## src/rtl/hs32_sram_ctl.sv

```systemverilog
// 32-bit word requests executed as two 16-bit async-SRAM accesses (IDLE/SETUP/STROBE/HOLD).
// Optional HS32_SRAM_RDY_EN adds sram_rdy to stretch STROBE until the device is ready.
module hs32_sram_ctl #(
  parameter int unsigned ADDR_W = 17,
  parameter int unsigned WAIT   = 1
) (
  input  logic              clk,
  input  logic              reset,
  input  logic [31:0]       addr,
  input  logic              rw,
  input  logic [31:0]       dtw,
  input  logic              valid,
  output logic [31:0]       dtr,
  output logic              done,
  output logic [ADDR_W-1:0] sram_addr,
  output logic [15:0]       sram_dq_o,
  input  logic [15:0]       sram_dq_i,
  output logic              sram_dq_oe,
  output logic              sram_ce_n,
  output logic              sram_oe_n,
`ifdef HS32_SRAM_RDY_EN
  output logic              sram_we_n,
  input  logic              sram_rdy
`else
  output logic              sram_we_n
`endif
);

  typedef enum logic [1:0] {ST_IDLE, ST_SETUP, ST_STROBE, ST_HOLD} state_t;

  state_t              state_q;
  logic                half_q;
  logic [3:0]          cnt_q;
  logic                rw_q;
  logic [ADDR_W-2:0]   addr_q;
  logic [31:0]         dtw_q;
  logic [31:0]         dtr_q;
  logic                done_q;
  logic [ADDR_W-1:0]   sram_addr_q;
  logic [15:0]         dq_o_q;
  logic                dq_oe_q;
  logic                ce_n_q;
  logic                oe_n_q;
  logic                we_n_q;
  logic                rdy_d;

`ifdef HS32_SRAM_RDY_EN
  assign rdy_d = sram_rdy;
`else
  assign rdy_d = 1'b1;
`endif

  logic unused_addr_bits;
  assign unused_addr_bits = ^{addr[31:ADDR_W+1], addr[1:0]};

  always_ff @(posedge clk) begin
    if (reset) begin
      state_q     <= ST_IDLE;
      half_q      <= 1'b0;
      cnt_q       <= 4'd0;
      rw_q        <= 1'b0;
      addr_q      <= '0;
      dtw_q       <= 32'd0;
      dtr_q       <= 32'd0;
      done_q      <= 1'b0;
      sram_addr_q <= '0;
      dq_o_q      <= 16'd0;
      dq_oe_q     <= 1'b0;
      ce_n_q      <= 1'b1;
      oe_n_q      <= 1'b1;
      we_n_q      <= 1'b1;
    end else begin
      done_q <= 1'b0;
      case (state_q)
        ST_IDLE: begin
          if (valid) begin
            rw_q        <= rw;
            addr_q      <= addr[ADDR_W:2];
            dtw_q       <= dtw;
            half_q      <= 1'b0;
            state_q     <= ST_SETUP;
            ce_n_q      <= 1'b0;
            sram_addr_q <= {addr[ADDR_W:2], 1'b0};
            if (rw) begin
              dq_oe_q <= 1'b1;
              dq_o_q  <= dtw[15:0];
            end
          end
        end
        ST_SETUP: begin
          state_q <= ST_STROBE;
          cnt_q   <= 4'(WAIT);
          if (rw_q) we_n_q <= 1'b0;
          else      oe_n_q <= 1'b0;
        end
        ST_STROBE: begin
          // Counter expiry plus device readiness ends the strobe; reads sample the pads here.
          if (cnt_q != 4'd0) begin
            cnt_q <= cnt_q - 4'd1;
          end else if (rdy_d) begin
            state_q <= ST_HOLD;
            oe_n_q  <= 1'b1;
            we_n_q  <= 1'b1;
            done_q  <= half_q;
            if (!rw_q) begin
              if (half_q) dtr_q[31:16] <= sram_dq_i;
              else        dtr_q[15:0]  <= sram_dq_i;
            end
          end
        end
        ST_HOLD: begin
          if (!half_q) begin
            half_q      <= 1'b1;
            state_q     <= ST_SETUP;
            sram_addr_q <= {addr_q, 1'b1};
            if (rw_q) dq_o_q <= dtw_q[31:16];
          end else begin
            state_q <= ST_IDLE;
            ce_n_q  <= 1'b1;
            dq_oe_q <= 1'b0;
          end
        end
        default: state_q <= ST_IDLE;
      endcase
    end
  end

  assign dtr        = dtr_q;
  assign done       = done_q;
  assign sram_addr  = sram_addr_q;
  assign sram_dq_o  = dq_o_q;
  assign sram_dq_oe = dq_oe_q;
  assign sram_ce_n  = ce_n_q;
  assign sram_oe_n  = oe_n_q;
  assign sram_we_n  = we_n_q;

endmodule

```

## config.mk

```make
export PLATFORM = sky130hd
export DESIGN_NAME = hs32_sram_ctl
export DESIGN_NICKNAME = d
export VERILOG_FILES = /design/src/rtl/hs32_sram_ctl.sv
export SDC_FILE = /design/constraint.sdc
export NUM_CORES = 1
export LEC_CHECK = 0
export ABC_AREA = 1
export CORE_AREA = 2 2 90 135
export DETAILED_ROUTE_END_ITERATION = 10
export DIE_AREA = 0 0 92 137
export PLACE_DENSITY_LB_ADDON = 0.15
export SLEW_MARGIN = 20
export SYNTH_ARGS = -nofsm -noshare
export SYNTH_HDL_FRONTEND = slang
export SYNTH_SLANG_ARGS = --single-unit
export TNS_END_PERCENT = 1
```

## constraint.sdc

```tcl
create_clock -name clk -period 1.68 [get_ports clk]
set_input_delay 0.336 -clock clk [delete_from_list [all_inputs] [get_ports clk]]
set_output_delay 0.336 -clock clk [all_outputs]
set_load 0.05 [all_outputs]
```

[Yosys cells after proc, flatten, opt, wreduce, memory -nomap -nowiden]
Index checks and enable logic that the tools add are counted.
Word-level totals
  bits in registers: 126
  bits of input ports: 84
  output and inout bits: 70
  word-level logic and storage cells: 76
Cells by class
  add/sub/neg operators: 1
  eq/ne operators: 12
  multiplexer cells: 27
  bitwise operators: 4
  reductions and logical operators: 17
Operators with widths (count)
  $mux 16: 4
  $mux 17: 2
  $pmux 17 s2: 1
  $pmux 16 s2: 1
  $ne 2x2->1 const B: 9
  $reduce_and 3->1: 4
  $reduce_and 4->1: 3
  $pmux 1 s2: 5
  $mux 1: 9
  $pmux 2 s4: 1
  $pmux 4 s2: 1
  $reduce_and 2->1: 4
  $reduce_and 5->1: 1
  $eq 2x2->1 const B: 2
  $mux 2: 2
  $mux 4: 1
  $not 1->1: 4
  $reduce_bool 2->1: 2
  $reduce_bool 4->1: 1
  $sub 4x1->4 const B: 1
  $reduce_or 3->1: 1
  $eq 2x1->1 const B: 1
  $logic_not 2->1: 1

[Logic depth before layout (Yosys ltp)]
Gate-level depths: netlist (run 1).
  depth in word-level cells: 3
  gate-level depth with buffers: 10
  gate-level depth less buffers: 9

[Worst setup path before layout (run 1)]
OpenSTA, ideal clock, no wires.
  path type: flip-flop to flip-flop
  start point: register state_q[0]
  end point: register dq_o_q[10] (netlist: sram_dq_o[10])
  library setup time: 114 ps
  arrival time: 1474 ps
  data required time: 1566 ps
  slack: 91 ps
  cell stages (with the launch flop): 10
  path buffers: 1
  period minus slack after synthesis: 1589 ps
  path through: dfxtp_1 -> inv_1 -> ha_1 -> nand2_1 -> nand3_2 -> nor2_2 -> buf_2 -> nand2_1 -> nand2_1 -> nor2_1
Between the ends
  word-level cells in the longest chain between the ends: 3
  elaborated cells on any way between the ends: 9
  those cells by class: 5 x eq/ne; 1 x mux; 3 x reduce/logical
Ends and longest elaborated chain
  from (decl): RTL line 31  | state_t state_q;
  from (signal assigned): RTL line 58  | state_q <= ST_IDLE;
  from (signal assigned): RTL line 81  | state_q <= ST_SETUP;
  from (signal assigned): RTL line 91  | state_q <= ST_STROBE;
  $eq 2x2->1 / $logic_not 2->1 (equally long branches): RTL line 74  | case (state_q)
  $ne 2x2->1 (no line) / $reduce_bool 2->1 (equally long branches)
  $reduce_and 5->1 (no line)
  to (signal assigned): RTL line 86  | dq_o_q <= dtw[15:0];
  to (signal assigned): RTL line 116  | if (rw_q) dq_o_q <= dtw_q[31:16];
  to (decl): RTL line 40  | logic [15:0] dq_o_q;
Several ways; a longest one is shown, not always the timed one.
A chain may end at the register's enable or synchronous reset.

[Worst setup path after layout (run 1)]
  start point: register state_q[0]
  end point: register dq_o_q[0] (netlist: sram_dq_o[0])
Same word-level chain as after synthesis.

==> results of run 1 <==
## state kept, by name (all words and copies together), names as in the netlist
name	cells
sram_ce_n	1
state_q	2
sram_we_n	1
sram_oe_n	1
cnt_q	4
sram_dq_o	16
sram_dq_oe	1
dtr	32
addr_q	16
rw_q	1
half_q	1
done	1
sram_addr	17
dtw_q	16
## cell usage after synthesis, types with 2 or more instances
master | count | area (sq um)
nor2_2 | 3 | 18.8
buf_2 | 18 | 90.1
clkbuf_1 | 13 | 48.8
a21oi_1 | 30 | 150
buf_4 | 4 | 30.0
ha_1 | 8 | 100
nand3_2 | 3 | 30.0
inv_2 | 2 | 7.51
nor3_1 | 17 | 85.1
o21ai_0 | 79 | 395
o21ai_1 | 11 | 55.1
nor2_1 | 146 | 548
a21boi_0 | 16 | 120
dfxtp_1 | 110 | 2200
nand3_1 | 9 | 45.0
nand2_1 | 114 | 428
nand4_1 | 2 | 12.5
inv_1 | 37 | 139
## power breakdown
group	internal [W]	switching (W)	leakage [nW]	total, W
logic	0.00176	0.00365	1.72	0.00541
clock network	0.00151	0.000950	0.174	0.00246
registers	0.00340	0.000412	0.905	0.00381
## cells by family (layout without fill, tap and decap cells)
family | after synthesis | in the layout | synth area share [%]
buf+inv | 77 | 212 | 7.33
compound gates | 137 | 137 | 16.0
flops | 110 | 110 | 48.3
simple gates | 297 | 297 | 26.1
fa+ha+maj | 8 | 8 | 2.20
## worst paths after layout
path	from	endpoint	slack, ns	cells past startpoint
min reg2reg	sram_addr[10]	sram_addr[10]	0.44	2
max	state_q[0]	sram_dq_o[0]	0.13	10
max reg2reg	state_q[0]	sram_dq_o[0]	0.13	10
min	sram_addr[10]	sram_addr[10]	0.44	2
## final cells by class
type / instances / area (sq um) / area share [%]
Clock buffer: 10 / 239 / 3.77
Clock inverter: 6 / 116 / 1.84
Inverter: 40 / 151 / 2.39
Multi-Input combinational cell: 442 / 2030 / 32.1
Sequential cell: 110 / 2210 / 34.8
Tap cell: 150 / 188 / 2.96
Timing Repair Buffer: 156 / 1400 / 22.1
## critical path, delay by kind of cell, from the launching register on
family | cells | cell delay [ns]
AND/OR/NAND/NOR | 6 | 0.48
buffers and inverters | 3 | 0.41
adder cells (fa/ha/maj) | 1 | 0.23
flip-flops | 1 | 0.33
## per-stage QoR
step	hold WS (ns)	utilization, %	cells	area (sq um)
floorplan	0.444	-	629	4560
global placement	0.433	52.2	898	5960
detailed placement	0.434	52.2	898	5960
CTS	0.446	55.4	914	6320
global route	0.465	55.5	914	6330
finish	0.441	55.5	914	6330
## layer usage
layer | wire length [microns] | up-vias | share of wire, % | global-route usage (%)
li1 | - | 2268 | - | -
met1 | 4610 | 1908 | 40 | 19.8
met2 | 5870 | 128 | 51 | 33.9
met3 | 782 | 11 | 6.9 | 4.96
met4 | 149 | 0 | 1.3 | 6.30
met5 | 0 | - | 0 | 0
## timing repair
item | CTS | global route
hold buffers | 0 | 0
endpoints found under the setup margin | 1 | 41
setup buffers | 0 | 0
resized for setup | 1 | 5
gates cloned | 0 | 0
pin swaps | 0 | 0
==> key figures, run 1 <==
Global route
  • Gr ovfl total: 0
  • Gr usage total: 18.2%
  • Initial antenna violation count: 0
  • Wire length of the first global-routing pass: 18500 microns
  • Largest net degree at the start of global routing: 54
  • Vias in the first global route: 3971

Floorplanning
  • Num ports: 154
  • Core Region: 11400 sq um
  • Die W: 92 microns
  • Die area: 12600 sq um
  • Die height: 137 microns
  • Rows: 48
  • Starting density of the core: 39.9%

Finish
  • Fraction of layout cells with a size suffix above 1: 15.6%
  • Most frequent cells in the layout: nor2_1 (146), nand2_1 (114), dfxtp_1 (109)
  • Commonest non-fill, non-tap cell in the layout: nor2_1
  • Fill cell count: 1117
  • Fin nets: 851
  • # diodes: 0
  • Area Growth Syn to Fin: 39.0%

Synthesis
  • Mapped Cells: 629
  • Synthesized area: 4560 sq um
  • FFs w/ async S/R, synth: 0%
  • Syn_nets: 721
  • Mapped Avg Cell Area: 7.24 sq um
  • EDFF count, synth: 0
  • Top_reg_cell synth: dfxtp_1
  • Warnings from Yosys: 0
  • Library cells used by synthesis: 25
  • FF+latch count, synth: 110
  • Sequential-to-total area share from yosys stat: 48.3%

Routing
  • DRC violations left: 0
  • ANT nets after route: 0
  • Detailed-route via count: 4315
  • Final wirelength: 11400 microns
  • Routed WL per cell: 12.5 microns
  • Initial DRC Count: 118
  • DR vias/cell: 4.72
  • DR pass1 iterations: 4

Setup path
  • Critical Path Sink Type: register
  • Worst EP arrival: 1.80 ns
  • Most frequent cell on the critical path: nand2_1
  • Startpoint class of the critical path: register
  • Crit path cell chain: buf_4 -> ha_1 -> inv_2 -> nand2_1 -> nand3_2 -> nor2_2 -> buf_12 -> nand2_1 -> nand2_1 -> nor2_1
  • Critical Path Max Stage Delay: 0.33 ns
  • Data required, critical path: 1.92 ns
  • Kind of critical path: register to register
  • Worst-path fanout max: 32
  • Slowest CP cell: dfxtp_1

Place
  • PortBufs: 137
  • Dpl ws: -0.0409 ns
  • Placer Congestion: 0.788
  • DPL Wire Length: 8400 microns

Hold path
  • Worst min-delay path class: register to register

Clocking
  • Worst-path clk slew: 0.07 ns
  • CTS Buf Count: 9
  • # clock sinks: 110
  • CTS tree: yes
  • Clock latency on the worst-skew pair: 0.34 ns
  • Root buffer cell: clkbuf_16
  • H-tree depth: 3
  • CTS max path bufs: 2

STA
  • Slew margin rel.: 74.2%
  • Fin. max-slew vios: 0
  • Final Hold Viols: 0
  • Worst slew pin tran: 0.384 ns
  • Skew final: 0.00800 ns
  • Period utilisation layout: 92.5%
  • Final setup vio count: 0
  • FMAX: 644 MHz
  • Fin crit period: 1.55 ns
  • Setup TNS: 0 ns
  • Setup WS post-layout: 0.126 ns
  • RSZ-0062 raised after global routing: true

Power
  • Design Power: 0.0117 W
  • VDD IR max: 0.746 mV
  • Static Leak: 2.80 nW
  • Pwr Density: 1840 nW/um^2

Run status
  • Status: complete, no violations

Run
  • Max-cap violations: 0
(Power assumes the default switching activity.)
==> inputs of run 2 (changes only) <==
PLACE_DENSITY = 0.74   (was not set)
PLACE_DENSITY_LB_ADDON = not set   (was 0.15)
==> run 2 against run 1 <==
Compared with the run above: global-route usage decreased by 0.41 points; largest cell class unchanged; sequential share of layout area increased by 0.24 points; combinational power about the same; cell count increased by 0.11%.
==> key figures, run 2 (same netlist as run 1, synthesis figures left out) <==
Setup path
  • Critical Path Sink Type: register
  • Worst R2R Path Depth: 9
  • Critical Path Max Stage Delay: 0.39 ns
  • CP startpoint: state_q[1]
  • Flop-to-flop setup slack: 0.14 ns
  • Worst EP arrival: 1.77 ns
  • Reg2reg end: sram_dq_o[3]
  • Slowest CP cell: dfxtp_2
  • Instance count on the critical path: 9
  • Startpoint class of the critical path: register
  • R2r startpoint: state_q[1]
  • Data required, critical path: 1.91 ns
  • Crit-path leading delay family: simple AND/OR/NAND/NOR gates
  • Worst-path fanout max: 32
  • Most frequent cell on the critical path: nand2_1
  • CP endpoint: sram_dq_o[3]
  • Crit path cell chain: inv_1 -> ha_2 -> nand2_1 -> nand3_2 -> nor2_2 -> buf_12 -> nand2_1 -> nand2_1 -> nor2_1
  • Kind of critical path: register to register
  • Bufs and invs on worst path: 2

Global route
  • Gr usage total: 17.8%
  • Largest net degree at the start of global routing: 41
  • Vias in the first global route: 4092
  • Gr ovfl total: 0
  • Wire length of the first global-routing pass: 18200 microns
  • Initial antenna violation count: 0

Power
  • Seq pwr share: 33.6%
  • Clock power frac: 18.7%
  • Pwr Density: 1800 nW/um^2
  • Switching share of power: 44.3%
  • Sw Pwr: 0.00502 W
  • VDD IR max: 0.834 mV
  • Share of power burned in combinational logic: 47.7%
  • Internal: 0.00631 W
  • Static Leak: 2.78 nW

Floorplanning
  • Die height: 137 microns
  • Num ports: 154
  • Starting density of the core: 39.9%
  • Rows: 48
  • Core Region: 11400 sq um
  • Die W: 92 microns
  • Die area: 12600 sq um

Finish
  • Most frequent cells in the layout: nor2_1 (146), nand2_1 (113), dfxtp_1 (109)
  • # diodes: 0
  • Multi-input logic area: 2030 sq um
  • Commonest non-fill, non-tap cell in the layout: nor2_1
  • Fill cell count: 1115
  • Fin nets: 852
  • Core Util, Final: 55.0%
  • Largest register FFs: 32
  • FF/Latch Area: 2200 sq um
  • Final Non-Filler Cells: 915
  • Fraction of layout cells with a size suffix above 1: 15.7%
  • Area Growth Syn to Fin: 37.9%

Routing
  • DR pass1 iterations: 7
  • Initial DRC Count: 150
  • Final wirelength: 11200 microns
  • Routed WL per cell: 12.3 microns
  • DR vias/cell: 4.77
  • ANT nets after route: 0
  • Detailed-route via count: 4365
  • DRC violations left: 0

Run
  • Max-cap violations: 0

Clocking
  • Clock latency on the worst-skew pair: 0.34 ns
  • H-tree depth: 3
  • CTS max path bufs: 2
  • Worst-path clk slew: 0.07 ns
  • Post-CTS Repair Setup Buffers: 0
  • CTS Buf Count: 9
  • CTS tree: yes
  • Root buffer cell: clkbuf_16
  • # clock sinks: 110
  • Hold-fix buffers, CTS: 0

Place
  • PortBufs: 137
  • Dpl cells: 899
  • Dpl ws: -0.0601 ns
  • DPL Wire Length: 8340 microns
  • Placer Congestion: 0.802

STA
  • Worst hold slack: 0.441 ns
  • Fin crit period: 1.54 ns
  • Setup TNS: 0 ns
  • FMAX: 651 MHz
  • Fin. max-slew vios: 0
  • Skew final: 0.00898 ns
  • Setup WS post-layout: 0.143 ns
  • RSZ-0062 raised after global routing: true
  • Final Hold Viols: 0
  • Worst slew pin tran: 0.380 ns
  • Final setup vio count: 0
  • Period utilisation layout: 91.5%
  • Slew margin rel.: 74.5%

Hold path
  • Worst min-delay path class: register to register

Run status
  • Status: complete, no violations
[run 2: cell count changes in the layout (fill, tap and decap cells not counted)]
| cell | before | now |
|---|---|---|
| buf_4 | 84 | 85 |
| bufinv_16 | 3 | 1 |
| clkbuf_1 | 0 | 1 |
| clkbuf_8 | 1 | 0 |
| clkinv_2 | 1 | 3 |
| dfxtp_2 | 0 | 1 |
| dfxtp_4 | 1 | 0 |
| inv_6 | 2 | 1 |
| inv_8 | 0 | 1 |
| nand2_1 | 114 | 113 |
| nand2_2 | 1 | 2 |
[run 2: per-layer routing]
| metal | routed length (microns) | GRT usage [%] |
|---|---|---|
| met5 | 0 | 0 |
| met4 | 310 | 9.04 |
| met1 | 4430 | 19.0 |
| met2 | 5910 | 32.9 |
| met3 | 577 | 3.69 |
[run 2: timing repair]
action | 4_1_cts | 5_1_grt
endpoints found under the setup margin | 3 | 36
resized for setup | 2 | 4
hold endpoints to repair | 0 | 0
[run 2: power groups by stage]
stage	logic [W]	registers [W]	clock network (W)
after floorplan	0.00211	0.00548	0
after global placement	0.00530	0.00383	0
after detailed placement	0.00542	0.00387	0
after CTS	0.00544	0.00381	0.00218
after global routing	0.00591	0.00390	0.00228
final	0.00541	0.00381	0.00211
[run 2: cell type report]
cell class                      instances  share of cell area (%)
Clock buffer                           10                    3.65
Timing Repair Buffer                  157                    22.4
Clock inverter                          6                    1.10
Tap cell                              150                    2.99
Multi-Input combinational cell        442                    32.4
Inverter                               40                    2.41
Sequential cell                       110                    35.1
[run 2: tightest hold or removal path: stages, from the launching register on]
cell	delay (ns)
dfxtp_1	0.31
inv_1	0.05
a21oi_1	0.05
[run 2: worst min-delay path by stage]
stage                             start             to  slack [ns]  depth (start not counted)
after CTS                 sram_addr[11]  sram_addr[11]        0.45                          2
final                     sram_addr[11]  sram_addr[11]        0.44                          2
after detailed placement  sram_addr[11]  sram_addr[11]        0.44                          2
after global routing      sram_addr[10]  sram_addr[10]        0.46                          2
after floorplan                cnt_q[1]       cnt_q[1]        0.44                          2
after global placement    sram_addr[11]  sram_addr[11]        0.43                          2
[run 2: stage by stage]
step | cell area (sq um) | power (W)
2_1_floorplan | 4560 | 0.00759
3_3_place_gp | 5970 | 0.00912
3_5_place_dp | 5970 | 0.00928
4_1_cts | 6270 | 0.0114
5_1_grt | 6280 | 0.0121
6_report | 6280 | 0.0113
==> RTL change, RTL diff (config.mk and constraints of run 2) <==
The option `HS32_SRAM_RDY_EN` is turned on by a define.
--- a/src/rtl/hs32_sram_ctl.sv
+++ b/src/rtl/hs32_sram_ctl.sv
@@ -2,2 +2,4 @@
 // Optional HS32_SRAM_RDY_EN adds sram_rdy to stretch STROBE until the device is ready.
+`define HS32_SRAM_RDY_EN
+
 module hs32_sram_ctl #(
Interface: changed (added sram_rdy); port bits go from 154 to 155. The function was not compared with the original's and may differ.
==> RTL change against run 2 <==
- global-route usage is 1.7 points higher
- synthesized area grew 0.11%
- critical path type unchanged
- sequential cell count stayed put
- largest power group unchanged
- maximum frequency fell by 2.0%
- utilization up 1.5 points
- worst setup slack worse by 0.031 ns
- combinational power up 0.7%
- design area increased by 2.7%
- power decreased by 0.89%
- sequential share of layout area shrank 0.87 points
- largest cell class unchanged
- routed wire length increased by 12%
- die area unchanged
- final cell count is 0.87% higher
- count of clock-buffer cells in the layout fell by 1
==> RTL change: results (changes against run 2) <==
Signal buffers: 162 (was 157)
H-tree depth: 3 (unchanged)
Main synth FF type: dfxtp_1 (unchanged)
Internal power: 6.284 mW (was 6.312 mW)
Vias/cell: 4.953 (was 4.770)
Largest net degree at the start of global routing: 62 (was 41)
GRT met3 Usage: 3.194% (was 3.689%)
Hold_ws: 0.4734 ns (was 0.4415 ns)
Hpwl dp: 8.997 mm (was 8.343 mm)
#MultiIn Comb: 457 (was 442)
Hold_sp: sram_we_n$_SDFFE_PP1P_ (was sram_addr[11]$_SDFFE_PP0P_)
Synth Area in Compound Gates: 14.68% (was 15.98%)
PortBufs: 138 (was 137)
Post-Place Setup Slack: -0.08077 ns (was -0.06007 ns)
Met2 usage in global routing: 36.48% (was 32.88%)
Final clock skew: 0.009395 ns (was 0.008978 ns)
Vias in the first global route: 4222 (was 4092)
Synthesized-area fraction occupied by adder cells: 2.195% (was 2.197%)
First-pass GRT wire length: 19.67 mm (was 18.22 mm)
Met2 WL post-DR: 6.652 mm (was 5.914 mm)
Maximum VDD drop: 0.8829 mV (was 0.8335 mV)
Worst-margin pin slew: 0.5273 ns (was 0.3804 ns)
Post-Synth XOR/XNOR Area: 0.1920% (was 0%)
Share of layout cells above drive strength 1: 17.08% (was 15.69%)
Tot GR Track Use: 19.54% (was 17.81%)
Syn avg cell area: 7.228 um2 (was 7.243 um2)
Routability congestion estimate from global placement: 0.8486 (was 0.8023)
Met1 Wirelength: 4.987 mm (was 4.427 mm)
Syn_nets: 724 (was 721)
# fillers: 1073 (was 1115)
Worst-path fanout max: 19 (was 32)
Commonest cells post-synth: nor2_1, dfxtp_1, nand2_1 (was nor2_1, nand2_1, dfxtp_1)
DR WL met3: 617 um (was 577 um)
Nets: 861 (was 852)
Placed insts: 902 (was 899)
Number of DRC markers in iteration 0: 158 (was 150)
Post-synthesis sequential area ratio: 48.29% (was 48.34%)
Status: complete, no violations (unchanged)
Multi-input gate area: 2128 um2 (was 2032 um2)
Post-DP Area: 6066 um2 (was 5968 um2)
Met1 Usage GRT: 21.81% (was 19.05%)
Flip-flop and latch area: 2207 um2 (was 2203 um2)
Setup WS post-layout: 0.1119 ns (was 0.1430 ns)
Signal buf overhead: 23.62% (was 22.43%)
WP data arrival: 1.80 ns (was 1.77 ns)
Top cells by area, synth: dfxtp_1, nor2_1, o21ai_0, nand2_1, nand3_1 (was dfxtp_1, nor2_1, nand2_1, o21ai_0, a21oi_1)
Inverters: 28 (was 40)
Slew Limit Fails: 0 (unchanged)
Routed via count: 4572 (was 4365)
Hold endpoint: sram_we_n$_SDFFE_PP1P_ (was sram_addr[11]$_SDFFE_PP0P_)
CP max stage cell: dfxtp_4 (was dfxtp_2)
Leak: 2.810 nW (was 2.780 nW)
Final WL: 12.55 mm (was 11.23 mm)
RR Endpoint: sram_dq_o[15]$_SDFFE_PP0P_ (was sram_dq_o[3]$_SDFFE_PP0P_)
Share of cell area taken by multi-input logic gates: 32.99% (was 32.35%)
## RTL change: cell count changes in the layout (fill, tap and decap cells not counted), moves of 3 or more
| cell | before | now |
|---|---|---|
| clkinv_2 | 3 | 0 |
| clkinv_4 | 1 | 4 |
| nand2_1 | 113 | 94 |
| nand3_1 | 9 | 30 |
| inv_1 | 36 | 21 |
| nor2_1 | 146 | 185 |
| nor3_1 | 17 | 1 |
| buf_12 | 5 | 11 |
| o21ai_1 | 12 | 0 |
| o21ai_0 | 78 | 91 |
| a21oi_1 | 30 | 17 |
## RTL change: power groups by stage
stage	clock network [mW]	registers [mW]	logic [mW]
2_1_floorplan	0	4.98	2.22
4_1_cts	2.11	3.69	5.33
6_report	2.06	3.72	5.45
3_5_place_dp	0	3.74	5.24
5_1_grt	2.20	3.79	5.97
3_3_place_gp	0	3.71	5.10
## RTL change: repair_timing
item / CTS / global route
resized for setup: 2 / 13
endpoints found under the setup margin: 27 / 57
gates cloned: 1 / 0
buffers inserted: 0 / 4
pin swaps: 2 / 4
